File: config.mk
export PLATFORM = sky130hd
export DESIGN_NAME = speed_pi_loop
export DESIGN_NICKNAME = d
export VERILOG_FILES = /design/src/rtl/speed_pi_loop.sv
export SDC_FILE = /design/constraint.sdc
export NUM_CORES = 1
export LEC_CHECK = 0
export CAP_MARGIN = 10
export CORE_MARGIN = 3
export CORE_UTILIZATION = 56
export DETAILED_ROUTE_END_ITERATION = 12
export MAX_ROUTING_LAYER = met4
export PLACE_DENSITY = 0.78
export REMOVE_ABC_BUFFERS = 1
export SYNTH_ARGS = -nofsm -noshare
export SYNTH_HDL_FRONTEND = slang
export SYNTH_SLANG_ARGS = --single-unit
File: constraint.sdc
create_clock -name clk -period 8.4 [get_ports clk]
set_input_delay 1.26 -clock clk [delete_from_list [all_inputs] [get_ports clk]]
set_output_delay 1.26 -clock clk [all_outputs]
set_load 0.03 [all_outputs]
File: src/rtl/speed_pi_loop.sv
// ---------------------------------------------------------------------------------------------
// speed_pi_loop
//
// Outer speed loop that sits upstream of foc_top. Once every SAMPLE_DIV clocks it measures the
// rotor speed from the AS5600 mechanical angle. It then runs a PI controller on the speed error
// and produces the q-axis current target iq_aim for foc_top.
//
// Parameters
//   SAMPLE_DIV  clk cycles per speed sample (legal 8 .. 2^24-1)
//   KP, KI      unsigned proportional / integral gains (<= 32767)
//   SHIFT       right shift applied to the P+I sum (gain fraction bits)
//   IQ_MAX      |o_iq_aim| limit (positive, <= 32767)
//
// Ports
//   clk          clock, same domain as foc_top
//   rst          synchronous reset, active-high, overrides every other input
//   i_en         loop enable; 0 holds the loop idle and forces o_iq_aim to zero
//   i_phi        12-bit mechanical angle, wraps at 4096
//   i_speed_aim  signed target speed, phi counts per sample
//   o_en         1-cycle pulse marking the cycle in which o_speed/o_iq_aim carry a new result
//   o_speed      signed measured (optionally filtered) speed, phi counts per sample
//   o_iq_aim     signed q-axis current target
//
// Build option
//   SPEED_FILTER_EN  when defined, the measured speed goes through a first-order IIR
//                    (sf += (d - sf) >>> 2) before it is used; when undefined the raw
//                    per-sample delta is used and no filter register exists.
//
// Pipeline: IDLE -> SPEED -> ERR -> MUL -> ACC -> OUT, one cycle each. The result is
// registered on the ACC->OUT edge, so o_en is high during the OUT cycle, 5 cycles after the
// tick cycle.
// ---------------------------------------------------------------------------------------------
module speed_pi_loop #(
    parameter int unsigned SAMPLE_DIV = 36864,
    parameter logic [15:0] KP         = 16'd256,
    parameter logic [15:0] KI         = 16'd4,
    parameter logic [4:0]  SHIFT      = 5'd8,
    parameter logic [15:0] IQ_MAX     = 16'd400
) (
    input  logic        clk,
    input  logic        rst,
    input  logic        i_en,
    input  logic [11:0] i_phi,
    input  logic [15:0] i_speed_aim,
    output logic        o_en,
    output logic [15:0] o_speed,
    output logic [15:0] o_iq_aim
);

    // -----------------------------------------------------------------------------------------
    // Constants
    // -----------------------------------------------------------------------------------------
    localparam logic [23:0] CntLast = 24'(SAMPLE_DIV - 1);

    // The integrator is 48 bits wide. That holds IQ_MAX << 31 as well as a full P term,
    // so neither the clamp nor the P+I sum can wrap.
    localparam logic signed [47:0] IntegLim  = $signed(48'(IQ_MAX) << SHIFT);
    localparam logic signed [47:0] IntegLimN = -IntegLim;
    localparam logic signed [47:0] IqLim     = $signed(48'(IQ_MAX));
    localparam logic signed [47:0] IqLimN    = -IqLim;
    localparam logic signed [15:0] IqPos     = $signed(IQ_MAX);
    localparam logic signed [15:0] IqNeg     = -$signed(IQ_MAX);
    localparam logic signed [31:0] KpS       = $signed(32'(KP));
    localparam logic signed [31:0] KiS       = $signed(32'(KI));

    typedef enum logic [2:0] {
        StIdle,
        StSpeed,
        StErr,
        StMul,
        StAcc,
        StOut
    } state_e;

    // -----------------------------------------------------------------------------------------
    // State
    // -----------------------------------------------------------------------------------------
    state_e             state_q,    state_d;
    logic [23:0]        cnt_q,      cnt_d;
    logic [11:0]        phi_lat_q,  phi_lat_d;
    logic [15:0]        aim_q,      aim_d;
    logic [11:0]        phi_prev_q, phi_prev_d;
    logic               primed_q,   primed_d;
    logic signed [15:0] speed_q,    speed_d;
    logic signed [15:0] err_q,      err_d;
    logic signed [31:0] p_q,        p_d;
    logic signed [31:0] k_q,        k_d;
    logic signed [47:0] integ_q,    integ_d;
    logic               o_en_q,     o_en_d;
    logic signed [15:0] o_speed_q,  o_speed_d;
    logic signed [15:0] o_iq_aim_q, o_iq_aim_d;
`ifdef SPEED_FILTER_EN
    logic signed [17:0] sf_q,       sf_d;
    logic signed [17:0] sf_diff;
    logic signed [17:0] sf_new;
`endif

    // -----------------------------------------------------------------------------------------
    // Datapath (per-stage combinational results)
    // -----------------------------------------------------------------------------------------
    logic               tick;
    logic [11:0]        delta_w;
    logic signed [15:0] d_raw;
    logic signed [15:0] speed_new;
    logic signed [16:0] err_wide;
    logic signed [15:0] err_sat;
    logic signed [31:0] err_ext;
    logic signed [31:0] p_new;
    logic signed [31:0] k_new;
    logic signed [47:0] acc_sum;
    logic signed [47:0] integ_new;
    logic signed [47:0] pi_sum;
    logic signed [47:0] u_shift;
    logic signed [15:0] u_sat;

    assign tick = i_en && (cnt_q == CntLast);

    always_comb begin
        // Modular 12-bit difference, read as signed: 4090 -> 10 is +16, 10 -> 4090 is -16.
        delta_w = phi_lat_q - phi_prev_q;
        d_raw   = primed_q ? $signed({{4{delta_w[11]}}, delta_w}) : 16'sd0;

`ifdef SPEED_FILTER_EN
        sf_diff   = $signed({{2{d_raw[15]}}, d_raw}) - sf_q;
        sf_new    = sf_q + (sf_diff >>> 2);
        speed_new = sf_new[15:0];
`else
        speed_new = d_raw;
`endif

        // The error is formed in 17 bits so it cannot wrap, then saturated to 16 bits.
        err_wide = $signed({aim_q[15], aim_q}) - $signed({speed_q[15], speed_q});
        if (err_wide > 17'sd32767) begin
            err_sat = 16'sh7fff;
        end else if (err_wide < -17'sd32768) begin
            err_sat = 16'sh8000;
        end else begin
            err_sat = err_wide[15:0];
        end

        err_ext = $signed({{16{err_q[15]}}, err_q});
        p_new   = KpS * err_ext;
        k_new   = KiS * err_ext;

        // Anti-windup: the integrator never leaves the range that maps onto +/-IQ_MAX.
        acc_sum = integ_q + $signed({{16{k_q[31]}}, k_q});
        if (acc_sum > IntegLim) begin
            integ_new = IntegLim;
        end else if (acc_sum < IntegLimN) begin
            integ_new = IntegLimN;
        end else begin
            integ_new = acc_sum;
        end

        // u is formed from the freshly clamped integrator, so the result can be
        // registered on entry to OUT.
        pi_sum  = $signed({{16{p_q[31]}}, p_q}) + integ_new;
        u_shift = pi_sum >>> SHIFT;
        if (u_shift > IqLim) begin
            u_sat = IqPos;
        end else if (u_shift < IqLimN) begin
            u_sat = IqNeg;
        end else begin
            u_sat = u_shift[15:0];
        end
    end

    // -----------------------------------------------------------------------------------------
    // Next-state logic
    // -----------------------------------------------------------------------------------------
    always_comb begin
        state_d    = state_q;
        cnt_d      = (cnt_q == CntLast) ? 24'd0 : cnt_q + 24'd1;
        phi_lat_d  = phi_lat_q;
        aim_d      = aim_q;
        phi_prev_d = phi_prev_q;
        primed_d   = primed_q;
        speed_d    = speed_q;
        err_d      = err_q;
        p_d        = p_q;
        k_d        = k_q;
        integ_d    = integ_q;
        o_en_d     = 1'b0;
        o_speed_d  = o_speed_q;
        o_iq_aim_d = o_iq_aim_q;
`ifdef SPEED_FILTER_EN
        sf_d       = sf_q;
`endif

        unique case (state_q)
            StIdle: begin
                if (tick) begin
                    phi_lat_d = i_phi;
                    aim_d     = i_speed_aim;
                    state_d   = StSpeed;
                end
            end
            StSpeed: begin
                // The first pass after enable only records phi; d_raw is already forced to 0.
                phi_prev_d = phi_lat_q;
                primed_d   = 1'b1;
                speed_d    = speed_new;
`ifdef SPEED_FILTER_EN
                sf_d       = sf_new;
`endif
                state_d    = StErr;
            end
            StErr: begin
                err_d   = err_sat;
                state_d = StMul;
            end
            StMul: begin
                p_d     = p_new;
                k_d     = k_new;
                state_d = StAcc;
            end
            StAcc: begin
                integ_d    = integ_new;
                o_en_d     = 1'b1;
                o_speed_d  = speed_q;
                o_iq_aim_d = u_sat;
                state_d    = StOut;
            end
            StOut: begin
                state_d = StIdle;
            end
            default: begin
                state_d = StIdle;
            end
        endcase

        // Disable aborts any pass in flight. o_speed deliberately keeps its last value.
        if (!i_en) begin
            state_d    = StIdle;
            cnt_d      = 24'd0;
            integ_d    = 48'sd0;
            primed_d   = 1'b0;
            o_en_d     = 1'b0;
            o_speed_d  = o_speed_q;
            o_iq_aim_d = 16'sd0;
`ifdef SPEED_FILTER_EN
            sf_d       = 18'sd0;
`endif
        end
    end

    // -----------------------------------------------------------------------------------------
    // Registers
    // -----------------------------------------------------------------------------------------
    always_ff @(posedge clk) begin
        if (rst) begin
            state_q    <= StIdle;
            cnt_q      <= 24'd0;
            phi_lat_q  <= 12'd0;
            aim_q      <= 16'd0;
            phi_prev_q <= 12'd0;
            primed_q   <= 1'b0;
            speed_q    <= 16'sd0;
            err_q      <= 16'sd0;
            p_q        <= 32'sd0;
            k_q        <= 32'sd0;
            integ_q    <= 48'sd0;
            o_en_q     <= 1'b0;
            o_speed_q  <= 16'sd0;
            o_iq_aim_q <= 16'sd0;
`ifdef SPEED_FILTER_EN
            sf_q       <= 18'sd0;
`endif
        end else begin
            state_q    <= state_d;
            cnt_q      <= cnt_d;
            phi_lat_q  <= phi_lat_d;
            aim_q      <= aim_d;
            phi_prev_q <= phi_prev_d;
            primed_q   <= primed_d;
            speed_q    <= speed_d;
            err_q      <= err_d;
            p_q        <= p_d;
            k_q        <= k_d;
            integ_q    <= integ_d;
            o_en_q     <= o_en_d;
            o_speed_q  <= o_speed_d;
            o_iq_aim_q <= o_iq_aim_d;
`ifdef SPEED_FILTER_EN
            sf_q       <= sf_d;
`endif
        end
    end

    assign o_en     = o_en_q;
    assign o_speed  = o_speed_q;
    assign o_iq_aim = o_iq_aim_q;

endmodule
==> summary.txt <==
Initial antenna violation count - 0
Syn Area/Cell - 7.31 µm²
Synth Area in Adders - 11.4%
Worst R2R End - o_iq_aim[5]
CP Capture Type - flop
Total number of vias - 14300
Critical path's largest stage delay - 0.53 ns
Netlist Area Pre-Place - 14300 µm²
Distinct cells, synth - 81
Core Area - 24700 µm²
GRT overflow - 0
Worst slew pin tran - 1.14 ns
Routed length per instance - 17.3 µm
H-Tree Depth - 4
Synth Area in Compound Gates - 24.1%
Setup Fix Bufs, Post-CTS - 0
P per Cell Area - 110 nW/µm²
Status - complete, no violations
# diodes - 0
Clock-pin slew of the registers on the worst-case setup and hold paths - 0.08 ns
Slowest CP cell - or4_4
Worst Clk Skew - 0.0182 ns
Fill cells - 2231
Top FF cell, synth - dfxtp_1
Simple-gate share of the synthesized area - 26.3%
Final min period - 7.96 ns
Routability cong. - 1.01
GRT Total Usage - 28.7%
Vias in the first global route - 13100
Hold Path End - k_q[5]
Num CTS Buffers - 17
Synth async-reset ratio - 0%
Worst Setup Start Kind - flop
F_max - 0.126 GHz
Post-synthesis mux area share - 0.718%
Critical path class - flop to flop
Seq/Total Area, Yosys - 26.2%
Synth Register Bits - 187
DRC Markers - 0
Largest family of logic cells by synthesized area - simple AND/OR/NAND/NOR gates
Root buf cell - clkbuf_16
Die Area - 27500 µm²
Clock buffer depth - 2
Yosys warns - 0
CP Max Fanout - 5
DR iter-0 viols - 1246
Row count - 57
Layout cell share with drive strength beyond 1 - 7.18%
Syn Inst Count - 1955
Reg2Reg Launch Point - k_q[3]
Clk sink count - 187
Dpl hpwl - 30200 µm
Layout Utilization - 65.2%
Reg2Reg Setup Slack - 0.44 ns
First-pass GRT wire length - 65300 µm
Post-synth EDFFs - 0
CTS tree - yes
Final Net Count - 2126
Headroom to the max-slew limit - 23.4%
Final cell count without fillers - 2315
Final period util - 94.8%
Ports - 64
WHS Path Cells - 2
Data required, critical path - 8.74 ns
Slew Limit Fails - 0
Die X - 166 µm
Leak pwr - 0.00632 µW
Hold Fails Final Rpt - 0
Worst Hold Class - flop to flop
Reg2reg path depth - 29
Setup repair after global routing missed its margin - true
ANT nets after route - 0
Die height - 166 µm
Maximum Capacitance Violations - 0
Post-synthesis xor/xnor area fraction - 6.49%
Layout area overhead - 12.6%
Drt pass-1 iters - 5
Largest net degree at the start of global routing - 81
WP data arrival - 8.30 ns
Worst Hold Launch - err_q[3]
Clk_lat worst skew - 0.45 ns
Starting Density - 57.9%
Final WL - 40200 µm
Placed Cells - 2283
Vias/cell - 6.18
Port bufs - 63
Setup violations, final - 0
Worst vdd ir - 0.142 mV
## cells in the mapped netlist, types with 7 or more instances
cell type,count,share of area [%]
a2111oi_0,10,0.61
a211oi_1,34,1.8
a21boi_0,9,0.47
a21o_1,38,2.0
a21oi_1,230,8.1
a22oi_1,8,0.42
a31o_2,8,0.49
a31oi_1,16,0.70
and2_1,27,1.2
and3_1,14,0.61
and4_1,7,0.43
clkbuf_1,90,2.4
dfxtp_1,187,26
ha_1,113,9.9
inv_1,75,2.0
maj3_1,14,0.98
mux2i_1,8,0.56
nand2_1,249,6.5
nand2b_1,19,0.83
nand3_1,55,1.9
nand4_1,37,1.6
nor2_1,234,6.1
nor2b_1,11,0.48
nor3_1,63,2.2
nor3b_1,8,0.42
nor4_1,22,0.96
o21a_1,17,0.89
o21ai_0,79,2.8
o21bai_1,15,0.79
o31ai_1,7,0.37
or2_2,12,0.53
or3_1,11,0.48
xnor2_1,53,3.2
xor2_1,51,3.1
## sequential cells by signal, summed over array words and instances (netlist names)
register,count
cnt_q,24
phi_lat_q,12
o_en,1
k_q,16
state_q,3
primed_q,1
o_speed,12
speed_q,12
o_iq_aim,16
aim_q,16
phi_prev_q,12
integ_q,46
err_q,16
## how the worst max path moves through the flow
stage,start,end,slack [ns],depth (start not counted)
finish,k_q[3],o_iq_aim[5],0.44,29
detailed placement,k_q[2],o_iq_aim[1],0.21,32
global route,k_q[2],o_iq_aim[1],-0.09,32
CTS,k_q[2],o_iq_aim[1],0.14,32
global placement,k_q[2],o_iq_aim[0],0.39,32
floorplan,k_q[17],o_iq_aim[0],-0.60,25
## cells by family (layout without fill, tap and decap cells)
| family | Yosys count | after routing |
|---|---|---|
| compound gates | 549 | 549 |
| simple gates | 799 | 799 |
| flops | 187 | 187 |
| buf+inv | 174 | 210 |
| xor+xnor | 105 | 105 |
| fa+ha+maj | 131 | 131 |
| mux | 10 | 10 |
## power by group
part           switching, µW  internal (µW)  leakage [µW]  total, µW
logic                   18.5           14.4       0.00450       32.9
clock network            435            416      0.000306        851
registers              0.454            886       0.00151        886
## layer usage
layer / track usage [%] / wire (µm) / vias up
li1: - / - / 7047
met1: 40.2 / 18800 / 6690
met2: 44.3 / 17900 / 490
met3: 3.43 / 2670 / 72
met4: 7.34 / 788 / 0
met5: - / 0 / -
## placed cells by master (no fill, tap or decap), types with 41 or more instances in the layout
cell	instances
nor2_1	232
xnor2_1	50
a21oi_1	227
inv_1	75
o21ai_0	78
nand3_1	55
clkdlybuf4s50_1	62
dfxtp_1	186
ha_1	113
nand2_1	248
nor3_1	61
buf_4	41
xor2_1	50
## critical path, delay by kind of cell, from the launching register on
| family | cells | cell delay, ns |
|---|---|---|
| AO/OA/AOI/OAI | 12 | 3.08 |
| AND/OR/NAND/NOR | 10 | 2.64 |
| adder cells (fa/ha/maj) | 2 | 0.60 |
| buffers and inverters | 3 | 0.54 |
| XOR/XNOR | 2 | 0.52 |
| flip-flops | 1 | 0.47 |
## timing repair
item | CTS | global route
hold buffers | 0 | 0
setup endpoints to repair | 0 | 16
gates resized for setup | 0 | 36
## per-stage QoR
stage / TNS, ns / hold WS, ns / worst slack (ns) / instance area [µm²] / power, µW
final: 0 / 0.457 / 0.440 / 16100 / 1770
after global routing: -0.214 / 0.482 / -0.0889 / 16100 / 1820
after detailed placement: 0 / 0.447 / 0.213 / 15300 / 940
after global placement: 0 / 0.441 / 0.391 / 15300 / 940
after floorplan: -7.22 / 0.426 / -0.599 / 13900 / 913
after CTS: 0 / 0.458 / 0.141 / 15900 / 1780
## area by class of cell
cell class	instances	area, µm²	area share (%)
clock buffers	17	425	2.65
clock inverters	15	198	1.23
inverters	75	282	1.75
multi-input cells	1594	10100	62.8
flip-flops and latches	187	3750	23.3
well taps	324	405	2.52
repair buffers	103	928	5.77
Note: power is estimated with default switching activity, not from simulation.
